### src/rtl/tdm_pkg.sv
// Shared TDM constants and FSM encodings for the transmit mux and receive demux.
// Latency: n/a (package only).
// Backpressure: n/a (package only).
package tdm_pkg;

  localparam int NSLOT  = 8;   // channel slots per frame
  localparam int SLOT_W = 3;   // bits needed to index a slot

  typedef enum logic {
    ST_HUNT   = 1'b0,
    ST_LOCKED = 1'b1
  } state_t;

endpackage

### src/rtl/demux1x8.sv
// 1-to-8 write-enable decoder: inverse of the transmit-side 8-to-1 slot selector.
// Latency: combinational, zero cycles.
// Backpressure: none; valid low forces every enable low.
//
// Ports:
//   slot  - slot index to enable
//   valid - qualifies the decode
//   we    - one-hot write enable, all zero when valid is low
module demux1x8
  import tdm_pkg::*;
(
  input  logic [SLOT_W-1:0] slot,
  input  logic              valid,
  output logic [NSLOT-1:0]  we
);

  always_comb begin
    we = '0;
    if (valid) begin
      we[slot] = 1'b1;
    end
  end

endmodule

### src/rtl/tdm_demux8.sv
// Receive-side TDM demultiplexer: steers serial slot beats into a shadow bank and
// presents each complete 8-slot frame as one parallel word. Latency: 1 cycle from
// the slot-7 beat to dout/dout_valid. Backpressure: none; beats are taken whenever din_valid is high.
//
// Ports:
//   clk, rst          - clock and synchronous active-high reset
//   din, din_valid    - slot data beat and its qualifier
//   frame_sync        - marks the beat as slot 0 (qualified by din_valid)
//   dout, dout_valid  - last complete frame and its one-cycle update strobe
//   slot              - slot the next accepted beat lands in
//   locked            - frame alignment acquired
//   sync_err          - one-cycle strobe: frame_sync arrived mid-frame
module tdm_demux8
  import tdm_pkg::*;
#(
  parameter int W = 1
) (
  input  logic              clk,
  input  logic              rst,
  input  logic [W-1:0]      din,
  input  logic              din_valid,
  input  logic              frame_sync,
  output logic [8*W-1:0]    dout,
  output logic              dout_valid,
  output logic [SLOT_W-1:0] slot,
  output logic              locked,
  output logic              sync_err
);

  state_t                state;
  logic [W-1:0]          shadow [NSLOT];
  logic                  accept;
  logic [SLOT_W-1:0]     wr_slot;
  logic [NSLOT-1:0]      wr_en;
  logic                  frame_done;
  logic [NSLOT*W-1:0]    frame_word;

  // In HUNT only a frame_sync beat is taken; in LOCKED every valid beat is.
  assign accept = din_valid && ((state == ST_LOCKED) || frame_sync);

  // A frame_sync beat always lands in slot 0, which is also how a mid-frame
  // resync realigns without going back to HUNT.
  assign wr_slot = frame_sync ? '0 : slot;

  // A resync beat sitting at slot 7 must not complete the discarded frame.
  assign frame_done = accept && !frame_sync && (slot == SLOT_W'(NSLOT - 1));

  demux1x8 u_demux (
    .slot  (wr_slot),
    .valid (accept),
    .we    (wr_en)
  );

  // The slot-7 beat bypasses the shadow bank so dout loads in the same edge.
  always_comb begin
    frame_word = '0;
    for (int i = 0; i < NSLOT - 1; i++) begin
      frame_word[i*W +: W] = shadow[i];
    end
    frame_word[(NSLOT-1)*W +: W] = din;
  end

  always_ff @(posedge clk) begin
    if (rst) begin
      state      <= ST_HUNT;
      locked     <= 1'b0;
      slot       <= '0;
      dout       <= '0;
      dout_valid <= 1'b0;
      sync_err   <= 1'b0;
      for (int i = 0; i < NSLOT; i++) begin
        shadow[i] <= '0;
      end
    end else begin
      dout_valid <= frame_done;
      sync_err   <= 1'b0;

      for (int i = 0; i < NSLOT; i++) begin
        if (wr_en[i]) begin
          shadow[i] <= din;
        end
      end

      if (frame_done) begin
        dout <= frame_word;
      end

      case (state)
        ST_HUNT: begin
          if (din_valid && frame_sync) begin
            state  <= ST_LOCKED;
            locked <= 1'b1;
            slot   <= SLOT_W'(1);
          end
        end
        ST_LOCKED: begin
          if (din_valid) begin
            if (frame_sync) begin
              sync_err <= (slot != '0);
              slot     <= SLOT_W'(1);
            end else begin
              slot <= slot + SLOT_W'(1);
            end
          end
        end
        default: begin
          state  <= ST_HUNT;
          locked <= 1'b0;
          slot   <= '0;
        end
      endcase
    end
  end

endmodule

### config.mk
export PLATFORM = sky130hd
export DESIGN_NAME = tdm_demux8
export DESIGN_NICKNAME = d
export VERILOG_FILES = /design/src/rtl/tdm_pkg.sv /design/src/rtl/demux1x8.sv /design/src/rtl/tdm_demux8.sv
export SDC_FILE = /design/constraint.sdc
export NUM_CORES = 1
export LEC_CHECK = 0
export CORE_UTILIZATION = 63
export CTS_CLUSTER_SIZE = 8
export DETAILED_ROUTE_END_ITERATION = 6
export DONT_BUFFER_PORTS = 1
export PLACE_DENSITY = 0.86
export SYNTH_ARGS = -nofsm -noshare
export SYNTH_HDL_FRONTEND = slang
export SYNTH_SLANG_ARGS = --single-unit
export TNS_END_PERCENT = 10
### constraint.sdc
create_clock -name clk -period 2.1 [get_ports clk]
set_input_delay 0.42 -clock clk [delete_from_list [all_inputs] [get_ports clk]]
set_output_delay 0.42 -clock clk [all_outputs]
set_load 0.01 [all_outputs]
==> impl_metrics.xml <==
<?xml version="1.0" encoding="UTF-8"?>
<metrics>
  <group name="sta">
    <metric name="clock_skew" unit="ns">0.00407</metric>
    <metric name="final_worst_path_period_share" unit="%">85.4</metric>
    <metric name="setup_violations" unit="">0</metric>
    <metric name="unrepaired_setup_endpoints_after_global_routing" unit="">no</metric>
    <metric name="slew_violations" unit="">0</metric>
    <metric name="relSlewSlack" unit="%">67.6</metric>
    <metric name="worst_slew_pin_slew" unit="ns">0.486</metric>
    <metric name="count_of_final_hold_check_violations" unit="">0</metric>
    <metric name="max_freq" unit="MHz">558</metric>
    <metric name="minimum_clock_period_after_layout" unit="ns">1.79</metric>
    <metric name="finalSetupTns" unit="ns">0</metric>
  </group>
  <group name="min_path">
    <metric name="worstHoldPathType" unit="">in -&gt; reg</metric>
    <metric name="holdCritStartpoint" unit="">rst</metric>
    <metric name="worstHoldPathCells" unit="">1</metric>
    <metric name="min_delay_worst_endpoint" unit="">locked</metric>
  </group>
  <group name="power">
    <metric name="power.density_cell_area" unit="mW/mm^2">653</metric>
    <metric name="clock_power_share" unit="%">28.2</metric>
    <metric name="switching_share" unit="%">22.0</metric>
    <metric name="intPower" unit="uW">543</metric>
    <metric name="p_leak" unit="uW">0.000373</metric>
    <metric name="power_frac_seq" unit="%">66.2</metric>
    <metric name="pwr-share-comb" unit="%">5.6</metric>
    <metric name="total_net_switching_power" unit="uW">153</metric>
    <metric name="post-layout-total-power" unit="uW">696</metric>
    <metric name="ir_worst_vdd" unit="mV">0.548</metric>
  </group>
  <group name="clock_network">
    <metric name="cts_setup_buffers" unit="">0</metric>
    <metric name="cts.reportedPaths.clkPinSlew" unit="ns">0.12</metric>
    <metric name="hold_buf_count_cts" unit="">0</metric>
    <metric name="cts_sinks" unit="">22</metric>
    <metric name="insertion_delay" unit="ns">0.30</metric>
    <metric name="cts-root-buf" unit="">sky130_fd_sc_hd__clkbuf_4</metric>
    <metric name="cts_max_level" unit="">1</metric>
    <metric name="numCtsBuffers" unit="">3</metric>
    <metric name="cts_tree" unit="">built</metric>
    <metric name="cts_resized" unit="">0</metric>
    <metric name="cts.path.max_buffers" unit="">2</metric>
  </group>
  <group name="critical_path">
    <metric name="worst_setup_path_start_kind" unit="">register</metric>
    <metric name="reg2reg_to" unit="">dout[4]</metric>
    <metric name="critPathMaxFanout" unit="">10</metric>
    <metric name="critPathKind" unit="">reg -&gt; reg</metric>
    <metric name="timing.critical_path.to_type" unit="">register</metric>
    <metric name="r2r_slack" unit="ns">0.31</metric>
    <metric name="cp_data_required_time" unit="ns">2.34</metric>
    <metric name="ff2ff_path_depth" unit="">4</metric>
    <metric name="worstReg2RegStart" unit="">slot[0]</metric>
    <metric name="arrival" unit="ns">2.03</metric>
  </group>
  <group name="synthesis">
    <metric name="synth_commonest_cells" unit="">sky130_fd_sc_hd__nand2b_1, sky130_fd_sc_hd__dfxtp_1, sky130_fd_sc_hd__inv_1, sky130_fd_sc_hd__mux2i_1, sky130_fd_sc_hd__edfxtp_1</metric>
    <metric name="synth-edff-count" unit="">7</metric>
    <metric name="synth_flop_cell" unit="">sky130_fd_sc_hd__dfxtp_1</metric>
    <metric name="post_synth_inst_count" unit="">102</metric>
    <metric name="synthesis.nets" unit="">110</metric>
    <metric name="synth-seq-area-share" unit="%">48.1</metric>
    <metric name="synthMostInstantiatedCell" unit="">sky130_fd_sc_hd__nand2b_1</metric>
    <metric name="synth_area_leaders" unit="">sky130_fd_sc_hd__dfxtp_1, sky130_fd_sc_hd__edfxtp_1, sky130_fd_sc_hd__nand2b_1</metric>
    <metric name="synth_top_cell_area_share" unit="%">28.3</metric>
    <metric name="async_flop_share" unit="%">0</metric>
    <metric name="synth.distinct_cells" unit="">30</metric>
    <metric name="syn_area" unit="mm^2">0.00106</metric>
    <metric name="netlist.top_cell.by_area" unit="">sky130_fd_sc_hd__dfxtp_1</metric>
    <metric name="yosysWarningCount" unit="">0</metric>
    <metric name="postSynthRegisterBits" unit="">22</metric>
    <metric name="avgSynthCellArea" unit="um^2">10.4</metric>
  </group>
  <group name="layout">
    <metric name="fillCellCount" unit="">127</metric>
    <metric name="finish.net_count" unit="">107</metric>
    <metric name="post_route_design_area" unit="mm^2">0.00106</metric>
    <metric name="antenna_cells" unit="">0</metric>
    <metric name="ratio_of_cells_with_drive_above_1_in_the_final_layout" unit="%">5.10</metric>
    <metric name="sequential_cell_area" unit="um^2">510</metric>
    <metric name="area_delta_synth_final" unit="%">0.354</metric>
    <metric name="multi_input_comb_area" unit="um^2">478</metric>
  </group>
  <group name="global_routing">
    <metric name="met1_usage" unit="%">27.5</metric>
    <metric name="groute.layer.met3.usage" unit="%">5.11</metric>
    <metric name="grt_util_met2" unit="%">41.5</metric>
    <metric name="grt_overflow" unit="">0</metric>
    <metric name="number_of_antenna_violations_at_the_first_check_in_global_routing" unit="">0</metric>
    <metric name="first_global_vias" unit="">731</metric>
    <metric name="grtUsageTotal" unit="%">23.6</metric>
    <metric name="gr-max-usage-layer" unit="">met2</metric>
    <metric name="pin_count_of_the_biggest_net_entering_global_routing" unit="">29</metric>
    <metric name="grt_first_pass_wirelength" unit="um">3190</metric>
  </group>
  <group name="drt">
    <metric name="antenna_violating_nets_post_route" unit="">0</metric>
    <metric name="drt-vias-per-instance" unit="">6.40</metric>
    <metric name="detail_route.wirelength" unit="um">1840</metric>
    <metric name="drt-wirelength-per-cell" unit="um">16.1</metric>
    <metric name="via_count" unit="">730</metric>
    <metric name="first_pass_iters" unit="">4</metric>
    <metric name="drt_iter0_markers" unit="">25</metric>
    <metric name="drc" unit="">0</metric>
  </group>
  <group name="placed_design">
    <metric name="detailed_place.area" unit="mm^2">0.00104</metric>
    <metric name="routabilityCongestion" unit="">0.814</metric>
    <metric name="dp.final_hpwl" unit="um">1290</metric>
    <metric name="port_buffers" unit="">0</metric>
  </group>
  <group name="floorplan">
    <metric name="top_level_ports" unit="">19</metric>
    <metric name="core.rowCount" unit="">14</metric>
    <metric name="die_height" unit="um">43.0</metric>
    <metric name="initial_utilization" unit="%">68.8</metric>
    <metric name="placeableCoreArea" unit="mm^2">0.00154</metric>
    <metric name="die_w" unit="um">43.0</metric>
    <metric name="floorplan.die_area" unit="mm^2">0.00185</metric>
  </group>
  <group name="job">
    <metric name="max_cap_viol_count" unit="">0</metric>
  </group>
  <group name="outcome">
    <metric name="outcome" unit="">completed</metric>
  </group>
</metrics>
## layer usage
layer,vias to the layer above,wire length (um)
li1,350,-
met1,342,740
met2,30,954
met3,8,100
met4,0,42
met5,-,0
## worst max-delay path by stage
stage | startpoint | end | slack (ns) | cells after the start
finish | slot[0] | dout[4] | 0.31 | 4
detailed placement | slot[0] | dout[5] | 0.35 | 4
floorplan | slot[2] | shadow[0] | 0.66 | 3
global route | slot[0] | dout[4] | 0.12 | 4
CTS | slot[0] | dout[4] | 0.32 | 4
global placement | slot[0] | dout[7] | 0.43 | 4
## cells in the final DEF (no fill, tap or decap)
master,instances
sky130_fd_sc_hd__nand2b_1,18
sky130_fd_sc_hd__dfxtp_1,15
sky130_fd_sc_hd__inv_1,8
sky130_fd_sc_hd__mux2i_1,8
sky130_fd_sc_hd__edfxtp_1,7
sky130_fd_sc_hd__o31ai_1,4
sky130_fd_sc_hd__a21oi_1,3
sky130_fd_sc_hd__nand3b_1,3
sky130_fd_sc_hd__ha_1,3
sky130_fd_sc_hd__clkbuf_4,3
sky130_fd_sc_hd__or2b_1,2
sky130_fd_sc_hd__nor3_1,2
sky130_fd_sc_hd__o21ai_0,2
sky130_fd_sc_hd__nor2_1,2
sky130_fd_sc_hd__and4b_1,2
sky130_fd_sc_hd__o32ai_1,2
sky130_fd_sc_hd__nor4_1,2
sky130_fd_sc_hd__nand4b_1,1
sky130_fd_sc_hd__or4b_4,1
sky130_fd_sc_hd__o21ai_1,1
sky130_fd_sc_hd__a21o_1,1
sky130_fd_sc_hd__nand2_1,1
sky130_fd_sc_hd__a2111oi_0,1
sky130_fd_sc_hd__o21a_1,1
sky130_fd_sc_hd__a211oi_1,1
sky130_fd_sc_hd__and2_1,1
sky130_fd_sc_hd__and3_1,1
sky130_fd_sc_hd__a211oi_2,1
sky130_fd_sc_hd__clkbuf_1,1
## registers in the layout, summed over array words and instances, names as in the netlist
register,cells
locked,1
dout_valid,1
shadow,7
dout,8
slot,3
sync_err,1
state,1
## kinds of logic (layout without fill, tap and decap cells)
family          Yosys count  after routing  share of synthesized area, %
compound gates           17             17                          11.4
fa+ha+maj                 3              3                          3.54
buf+inv                  16             12                          6.84
flops                    22             22                          48.1
mux                       8              8                          7.55
simple gates             36             36                          22.5
## cell type report
type,instances,share of cell area [%]
Tap cell,16,1.88
Clock buffer,4,2.47
Inverter,8,2.82
Multi-Input combinational cell,64,44.9
Sequential cell,22,47.9
## stage by stage
step	hold slack [ns]	utilization, %	setup WS (ns)	std cells
5_1_grt	0.160	69.1	0.125	114
3_3_place_gp	0.476	67.4	0.431	110
6_report	0.175	69.1	0.307	114
4_1_cts	0.171	69.1	0.319	114
2_1_floorplan	0.470	-	0.657	102
3_5_place_dp	0.488	67.4	0.351	110
## worst max-delay path: stages, from the launching register on
cell,delay (ns)
sky130_fd_sc_hd__dfxtp_1,0.58
sky130_fd_sc_hd__ha_1,0.24
sky130_fd_sc_hd__ha_1,0.15
sky130_fd_sc_hd__and4b_1,0.51
sky130_fd_sc_hd__mux2i_1,0.25
## power by group through the flow
stage / registers (uW) / logic (uW) / clock network (uW)
2_1_floorplan: 465 / 44.8 / 0
3_3_place_gp: 469 / 36.3 / 0
3_5_place_dp: 470 / 38.9 / 0
4_1_cts: 460 / 38.9 / 197
5_1_grt: 462 / 43.4 / 216
6_report: 461 / 38.7 / 196
(Power assumes the default switching activity.)
